$ cat config.mk
export PLATFORM = sky130hd
export DESIGN_NAME = mesi_snoop_bus
export DESIGN_NICKNAME = d
export VERILOG_FILES = /design/src/rtl/mesi_snoop_bus.sv
export SDC_FILE = /design/constraint.sdc
export NUM_CORES = 1
export LEC_CHECK = 0
export CORE_UTILIZATION = 41
export CTS_CLUSTER_DIAMETER = 120
export DETAILED_ROUTE_END_ITERATION = 10
export PLACE_DENSITY = 0.81
export RECOVER_POWER = 25
export SETUP_SLACK_MARGIN = 0.15
export SLEW_MARGIN = 15
export SYNTH_ARGS = -nofsm -noshare
export SYNTH_HDL_FRONTEND = slang
export SYNTH_SLANG_ARGS = --single-unit
$ cat constraint.sdc
create_clock -name clk -period 2.77 [get_ports clk]
set_clock_uncertainty 0.2 [all_clocks]
set_input_delay 0.554 -clock clk [delete_from_list [all_inputs] [get_ports clk]]
set_output_delay 0.554 -clock clk [all_outputs]
set_load 0.01 [all_outputs]
$ cat src/rtl/mesi_snoop_bus.sv
`default_nettype none
// +--------------------------------------------------------------------------+
// | mesi_snoop_bus                                                           |
// | Round-robin MESI snooping bus: arbitration, snoop broadcast, transfer.    |
// | Revision: 1.0                                                            |
// +--------------------------------------------------------------------------+
module mesi_snoop_bus #(
    parameter int NCORES    = 4,
    parameter int TAG_W     = 17,
    parameter int IDX_W     = 10,
    parameter int MEM_LAT   = 8,
    parameter int FLUSH_LAT = 4
) (
    input  logic                       clk,
    input  logic                       rst,
    input  logic [NCORES-1:0]          req_valid_i,
    input  logic [2*NCORES-1:0]        req_type_i,
    input  logic [TAG_W*NCORES-1:0]    req_tag_i,
    input  logic [IDX_W*NCORES-1:0]    req_index_i,
    output logic [NCORES-1:0]          bus_ready_o,
    output logic [NCORES-1:0]          grant_o,
    output logic                       snoop_valid_o,
    output logic [1:0]                 snoop_type_o,
    output logic [TAG_W-1:0]           snoop_tag_o,
    output logic [IDX_W-1:0]           snoop_index_o,
    output logic [$clog2(NCORES)-1:0]  snoop_src_o,
    input  logic [NCORES-1:0]          snoop_hit_i,
    input  logic [NCORES-1:0]          snoop_dirty_i,
    output logic [NCORES-1:0]          done_o,
    output logic                       shared_o,
    output logic [31:0]                txn_cnt_o
);

    localparam int SRC_W   = $clog2(NCORES);
    localparam int MAX_LAT = (MEM_LAT > FLUSH_LAT) ? MEM_LAT : FLUSH_LAT;
    localparam int CNT_W   = (MAX_LAT > 1) ? $clog2(MAX_LAT) : 1;

    localparam logic [2:0] IDLE  = 3'd0;
    localparam logic [2:0] SNOOP = 3'd1;
    localparam logic [2:0] RESP  = 3'd2;
    localparam logic [2:0] XFER  = 3'd3;
    localparam logic [2:0] DONE  = 3'd4;

    localparam logic [1:0] BUS_RDX  = 2'b01;
    localparam logic [1:0] BUS_UPGR = 2'b10;
    localparam logic [1:0] RESERVED = 2'b11;

    localparam logic [SRC_W-1:0] LAST_CORE = SRC_W'(NCORES - 1);
    localparam logic [CNT_W-1:0] MEM_CNT   = CNT_W'(MEM_LAT - 1);
    localparam logic [CNT_W-1:0] FLUSH_CNT = CNT_W'(FLUSH_LAT - 1);

    logic [2:0]         state;
    logic [SRC_W-1:0]   rr_ptr;
    logic [SRC_W-1:0]   owner;
    logic [1:0]         lat_type;
    logic [TAG_W-1:0]   lat_tag;
    logic [IDX_W-1:0]   lat_index;
    logic [CNT_W-1:0]   xfer_cnt;
    logic               shared_q;
    logic [31:0]        txn_cnt;

    logic [NCORES-1:0]  eligible;
    logic [NCORES-1:0]  hi_mask;
    logic [NCORES-1:0]  above;
    logic [NCORES-1:0]  cand;
    logic               any_eligible;
    logic [SRC_W-1:0]   winner;
    logic [1:0]         win_type;
    logic [TAG_W-1:0]   win_tag;
    logic [IDX_W-1:0]   win_index;
    logic [NCORES-1:0]  owner_oh;
    logic [NCORES-1:0]  masked_hit;
    logic [NCORES-1:0]  masked_dirty;
    logic               resp_shared;
    logic [CNT_W-1:0]   resp_cnt;

    for (genvar g = 0; g < NCORES; g++) begin : g_elig
        assign eligible[g] = req_valid_i[g] && (req_type_i[2*g +: 2] != RESERVED);
        assign owner_oh[g] = (owner == SRC_W'(g));
    end

    assign any_eligible = |eligible;

    // Round-robin: prefer eligible cores at or above rr_ptr, else wrap to the lowest.
    always_comb begin
        hi_mask = '0;
        for (int k = 0; k < NCORES; k++) begin
            hi_mask[k] = (SRC_W'(k) >= rr_ptr);
        end
        above = eligible & hi_mask;
        cand  = (|above) ? above : eligible;
        winner = '0;
        for (int k = NCORES - 1; k >= 0; k--) begin
            if (cand[k]) winner = SRC_W'(k);
        end
    end

    always_comb begin
        win_type  = '0;
        win_tag   = '0;
        win_index = '0;
        for (int k = 0; k < NCORES; k++) begin
            if (winner == SRC_W'(k)) begin
                win_type  = req_type_i[2*k +: 2];
                win_tag   = req_tag_i[k*TAG_W +: TAG_W];
                win_index = req_index_i[k*IDX_W +: IDX_W];
            end
        end
    end

    assign masked_hit   = snoop_hit_i & ~owner_oh;
    assign masked_dirty = snoop_dirty_i & ~owner_oh;
    assign resp_shared  = (lat_type != BUS_RDX) && (|masked_hit);

    always_comb begin
        if (lat_type == BUS_UPGR) begin
            resp_cnt = '0;
        end else if (|masked_dirty) begin
            resp_cnt = FLUSH_CNT;
        end else begin
            resp_cnt = MEM_CNT;
        end
    end

    always_ff @(posedge clk or posedge rst) begin
        if (rst) begin
            state     <= IDLE;
            rr_ptr    <= '0;
            owner     <= '0;
            lat_type  <= '0;
            lat_tag   <= '0;
            lat_index <= '0;
            xfer_cnt  <= '0;
            shared_q  <= 1'b0;
            txn_cnt   <= '0;
        end else begin
            case (state)
                IDLE: begin
                    if (any_eligible) begin
                        state     <= SNOOP;
                        owner     <= winner;
                        lat_type  <= win_type;
                        lat_tag   <= win_tag;
                        lat_index <= win_index;
                        rr_ptr    <= (winner == LAST_CORE) ? '0 : winner + 1'b1;
                    end
                end
                SNOOP: state <= RESP;
                RESP: begin
                    state    <= XFER;
                    xfer_cnt <= resp_cnt;
                    shared_q <= resp_shared;
                end
                XFER: begin
                    if (xfer_cnt == '0) begin
                        state <= DONE;
                    end else begin
                        xfer_cnt <= xfer_cnt - 1'b1;
                    end
                end
                DONE: begin
                    state   <= IDLE;
                    txn_cnt <= txn_cnt + 32'd1;
                end
                default: state <= IDLE;
            endcase
        end
    end

    // Outputs decode straight from registered state so reset clears them at once.
    assign bus_ready_o   = {NCORES{state == IDLE}};
    assign grant_o       = (state != IDLE) ? owner_oh : '0;
    assign snoop_valid_o = (state == SNOOP);
    assign snoop_type_o  = lat_type;
    assign snoop_tag_o   = lat_tag;
    assign snoop_index_o = lat_index;
    assign snoop_src_o   = owner;
    assign done_o        = (state == DONE) ? owner_oh : '0;
    assign txn_cnt_o     = txn_cnt;

    always_comb begin
        shared_o = 1'b0;
        if (state == RESP) begin
            shared_o = resp_shared;
        end else if ((state == XFER) || (state == DONE)) begin
            shared_o = shared_q;
        end
    end

endmodule
`default_nettype wire
# Word-level counts from Yosys, hierarchy flattened
# Cells that the tools add are included.
dict set report totals {
  regBits 72
  latchBits 0
  mem_bits_rw 0
  mem_bits_ro 0
  input_bits 130
  output_inout_bits 77
  wordCells 87
  memories 0
}
dict set report op_classes {
  addsub 3
  n_mul 0
  n_div 0
  n_lt_le_gt_ge 4
  n_eq_ne 19
  shifts 0
  mux 29
  bitwise_logic 4
  n_reduce_logical 19
}
# cell n
set op_table {}
lappend op_table {{$mux 17} 4}
lappend op_table {{$mux 10} 4}
lappend op_table {{$add 32x1->32 const B} 1}
lappend op_table {{$mux 2} 9}
lappend op_table {{$reduce_or 4->1} 4}
lappend op_table {{$mux 3} 5}
lappend op_table {{$and 4x4->4} 3}
lappend op_table {{$mux 4} 3}
lappend op_table {{$ne 2x2->1 const B} 6}
lappend op_table {{$pmux 3 s4} 1}
lappend op_table {{$eq 2x2->1 const B} 5}
lappend op_table {{$eq 3x2->1 const B} 2}
lappend op_table {{$logic_not 3->1} 2}
lappend op_table {{$pmux 3 s2} 1}
lappend op_table {{$reduce_and 2->1} 3}
lappend op_table {{$logic_and 1x1->1} 5}
lappend op_table {{$eq 2x1->1 const B} 2}
lappend op_table {{$ge 1x2->1 const A} 2}
lappend op_table {{$ge 2x2->1 const A} 2}
lappend op_table {{$logic_not 2->1} 2}
lappend op_table {{$ne 2x1->1 const B} 2}
lappend op_table {{$not 4->4} 1}
lappend op_table {{$eq 3x1->1 const B} 1}
lappend op_table {{$eq 3x3->1 const B} 1}
lappend op_table {{other kinds (6)} 7}

# Depth between registers and ports, before layout
dict set report depth {
  depth_word 14
  mapped_depth 11
  depth_no_buf 9
}

# Worst setup path after synthesis
# OpenSTA, ideal clock, no wires.
dict set report synth_timing {
  kind {input-to-reg}
  from {in req_valid_i[0]}
  to {reg lat_index[4] (netlist: snoop_index_o[4])}
  setup_ns 0.083
  arrival_time_ns 2.635
  required_time_ns 2.487
  setup_slack_ns -0.147
  path_stages 11
  n_path_buf 2
  path_cell_list {a21boi_0 -> nand3_1 -> a21oi_1 -> or2_2 -> ha_1 -> nor2b_1 -> clkbuf_1 -> buf_1 -> a221o_1 -> a22oi_1 -> o21ai_0}
}
dict set report synth_via {
  elab_chain_len 13
  word_cells_on_any_way 18
  classes_between {3 x eq/ne; 9 x mux; 1 x bitwise; 5 x reduce/logical}
}
# item line_no
set synth_lines {}
lappend synth_lines {{from (decl)} 16} ;# input logic [NCORES-1:0] req_valid_i,
lappend synth_lines {{$logic_and 1x1->1 *} 78} ;# assign eligible[g] = req_valid_i[g] && (req_type_i[2*g +: 2] != RESERVED);
lappend synth_lines {{$and 4x4->4} 90} ;# above = eligible & hi_mask;
lappend synth_lines {{$reduce_or 4->1} 91} ;# cand = (|above) ? above : eligible;
lappend synth_lines {{$mux 4} 91}
lappend synth_lines {{$mux 2 (4 in series)} 94} ;# if (cand[k]) winner = SRC_W'(k);
lappend synth_lines {{$logic_not 2->1} 103} ;# if (winner == SRC_W'(k)) begin
lappend synth_lines {{$mux 10 (4 in series)} 103}
lappend synth_lines {{to (signal assigned)} 144} ;# lat_index <= win_index;
lappend synth_lines {{to (decl)} 57} ;# logic [IDX_W-1:0] lat_index;
# Every way passes the cells marked *; elsewhere a longest branch is shown, timed or not.
# A chain may end at the register's enable or synchronous reset.

# Worst setup path after layout
dict set report layout_timing {
  from {in req_valid_i[2]}
  to {reg lat_index[3] (netlist: snoop_index_o[3])}
}
# The elaborated chain is that of the path after synthesis.

==> impl_metrics.yaml <==
placement:
  dp_hpwl_mm: 10.3
  port_buffers: 206
  place_area_sq_um: 6720
  dpl.cell_count: 805
  place_ws_ns: -0.894
  place_congestion: 0.851
grt:
  grt.busiest_layer: "met2"
  grt_use_met3_pct: 6.95
  grtUsageMet2_pct: 47.5
  grt_usage_pct: 26.4
  grt_max_degree: 73
  grt_pass1_wl_mm: 22.6
  grt_use_met1_pct: 29.1
  grt-ovfl-total: 0
  grt_pass1_vias: 4546
  antenna_found_initial: 1
die:
  io-pin-count: 207
  start_util_pct: 42.9
  die_h_um: 104
  die_w_um: 104
  die-area_sq_um: 10800
  core_sq_um: 9950
  rows: 36
clock_tree:
  clk_latency_ns: 0.35
  cts.clk_slew.worst_paths_ns: 0.08
  clockBufferDepth: 2
  ctsHoldBuffers: 0
  cts_tree: "built"
  cts.sink_count: 72
  clock_tree.root_cell: "clkbuf_8"
  cts_buffers: 9
  h-tree-depth: 3
worst_setup_path:
  critPathMaxFanout: 8
  required_ns: 2.80
  worstPathArrival_ns: 2.65
  worstSetupPathType: "in2reg"
  end_kind: "flip-flop"
  startpoint_type: "input port"
drt:
  first_pass_iters: 4
  routed_wl_mm: 14.5
  ant_nets: 0
  vias_per_cell: 5.45
  wl_per_cell_um: 17.2
  num_vias: 4609
  route.detailed.drc: 0
  drtIter0Drc: 195
run_status:
  outcome: "finished with violations"
  violations: "capacitance limit, slew limit"
synth:
  synth_nets: 604
  syn-instance-count: 467
  synth_area_per_cell_sq_um: 9.15
  async_reset_ff_share_pct: 100
  yosysUniqueCellTypes: 51
  synthTopCellsByCount: "dfrtp_1, nand2_1, o21ai_0"
  yosysMostFrequentCell: "dfrtp_1"
  syn_area_sq_um: 4280
  synth_top_area_share_pct: 42.1
  synthTopCellsByArea: "dfrtp_1, a221o_1, xnor2_1"
  yosys_most_used_dff: "dfrtp_1"
  ys_seq_elements: 72
  synth_edf_count: 0
  yosys_warnings: 0
  ys_seq_area_share_pct: 42.1
  synth_top_area_cell: "dfrtp_1"
cells_and_area:
  drive_gt1_share_pct: 16.0
  final_cells: 845
  area_growth_pct: 70.9
  n_fill_cell: 677
  final_area_sq_um: 7310
  fin_nets: 843
min_path:
  hold_path_class: "reg2reg"
sta:
  slew_headroom_pct: -5.93
  worstMarginPinSlew_ns: 1.59
  setup_viol_count_final: 0
  fin_crit_sh_pct: 94.6
  max_freq_mhz: 382
  finalCriticalPeriod_ns: 2.62
  slew_violations: 73
  rsz0062_at_grt: "yes"
  timing.final.ws_setup_ns: 0.149
  hold_viol: 0
pwr:
  power_density_nw_per_um2: 802
  p_leak_uw: 0.00329
  peakVddDrop_mv: 0.432
job:
  drv_cap: 1
worst max-delay path: stages:
cell and delay, ns:
dlygate4sd2_1 0.22, a21bo_2 0.27, a31oi_4 0.16, a21oi_2 0.09
or2_4 0.26, ha_4 0.21, buf_12 0.13, buf_12 0.13
a221o_1 0.36, a22oi_2 0.16, o21ai_1 0.09
final timing paths:
kind / from / end / cells after the start / slack [ns]
worst min-delay path: txn_cnt_o[31] / txn_cnt_o[31] / 1 / 0.28
max in group asynchronous: rst / state[0] / 3 / 0.47
worst max-delay path: req_valid_i[2] / snoop_index_o[3] / 11 / 0.15
worst min register to register: txn_cnt_o[31] / txn_cnt_o[31] / 1 / 0.28
min in group asynchronous: rst / snoop_type_o[0] / 3 / 0.85
worst max register to register: rr_ptr[0] / snoop_index_o[3] / 10 / 0.20
cell type report:
cell class / count / area [sq um] / area share, %
clock buffers: 10 / 138 / 1.88
inverters: 36 / 135 / 1.85
diodes: 1 / 2.50 / 0.0342
well taps: 133 / 166 / 2.28
repair buffers: 259 / 2620 / 35.8
multi-input cells: 328 / 2380 / 32.5
clock inverters: 6 / 66.3 / 0.908
flip-flops and latches: 72 / 1810 / 24.7
power by group:
group	switching (uW)	leakage [uW]	total, uW	internal, uW
registers	218	0.000939	1550	1340
logic	1590	0.00225	3450	1860
clock network	415	0.0000949	857	442
total	2220	0.00329	5860	3640
cells in the final DEF (no fill, tap or decap), drive strengths merged, types with 12 or more instances in the layout:
master           n
a21oi           36
a221o           27
a22oi           29
buf             54
clkbuf          12
clkdlybuf4s50  181
dfrtp           72
dlygate4sd2     12
inv             36
nand2           49
nand4           15
nor2            12
o21ai           38
xnor2           26
logic make-up after synthesis:
kind of cell / synth area share (%)
XOR/XNOR: 6.35
AND/OR/NAND/NOR: 16.8
AO/OA/AOI/OAI: 24.9
multiplexers: 1.02
adder cells (fa/ha/maj): 2.05
flip-flops: 42.1
buffers and inverters: 6.70
flip-flops by register name (all words and copies together) (netlist names):
register and count:
snoop_index_o 10, shared_q 1, rr_ptr 2, state 3
txn_cnt_o 32, snoop_tag_o 17, snoop_type_o 2, xfer_cnt 3
snoop_src_o 2
layer usage:
metal  wire [um]  share of wire (%)  vias to the layer above
met5           0                  0                        -
met4         486                3.4                        0
met3        1010                7.0                       30
met2        7650                 53                      181
met1        5350                 37                     2212
li1            -                  -                     2186
stage by stage:
step	hold slack (ns)	setup TNS (ns)	total power (uW)	util (%)
after global placement	0.264	-21.87	4360	67.5
final	0.279	0	5860	73.4
after global routing	0.314	0	6230	73.4
after CTS	0.289	0	5680	71.9
after detailed placement	0.271	-23.86	4460	67.5
after floorplan	0.250	0	3190	-
timing repair:
item,in CTS,in global routing
gates cloned,4,0
endpoints found under the setup margin,35,36
endpoints found under the hold margin,0,0
pin swaps,14,14
buffers inserted,12,7
resized for setup,45,30
No activity file was read; power rests on OpenSTA's default activity.
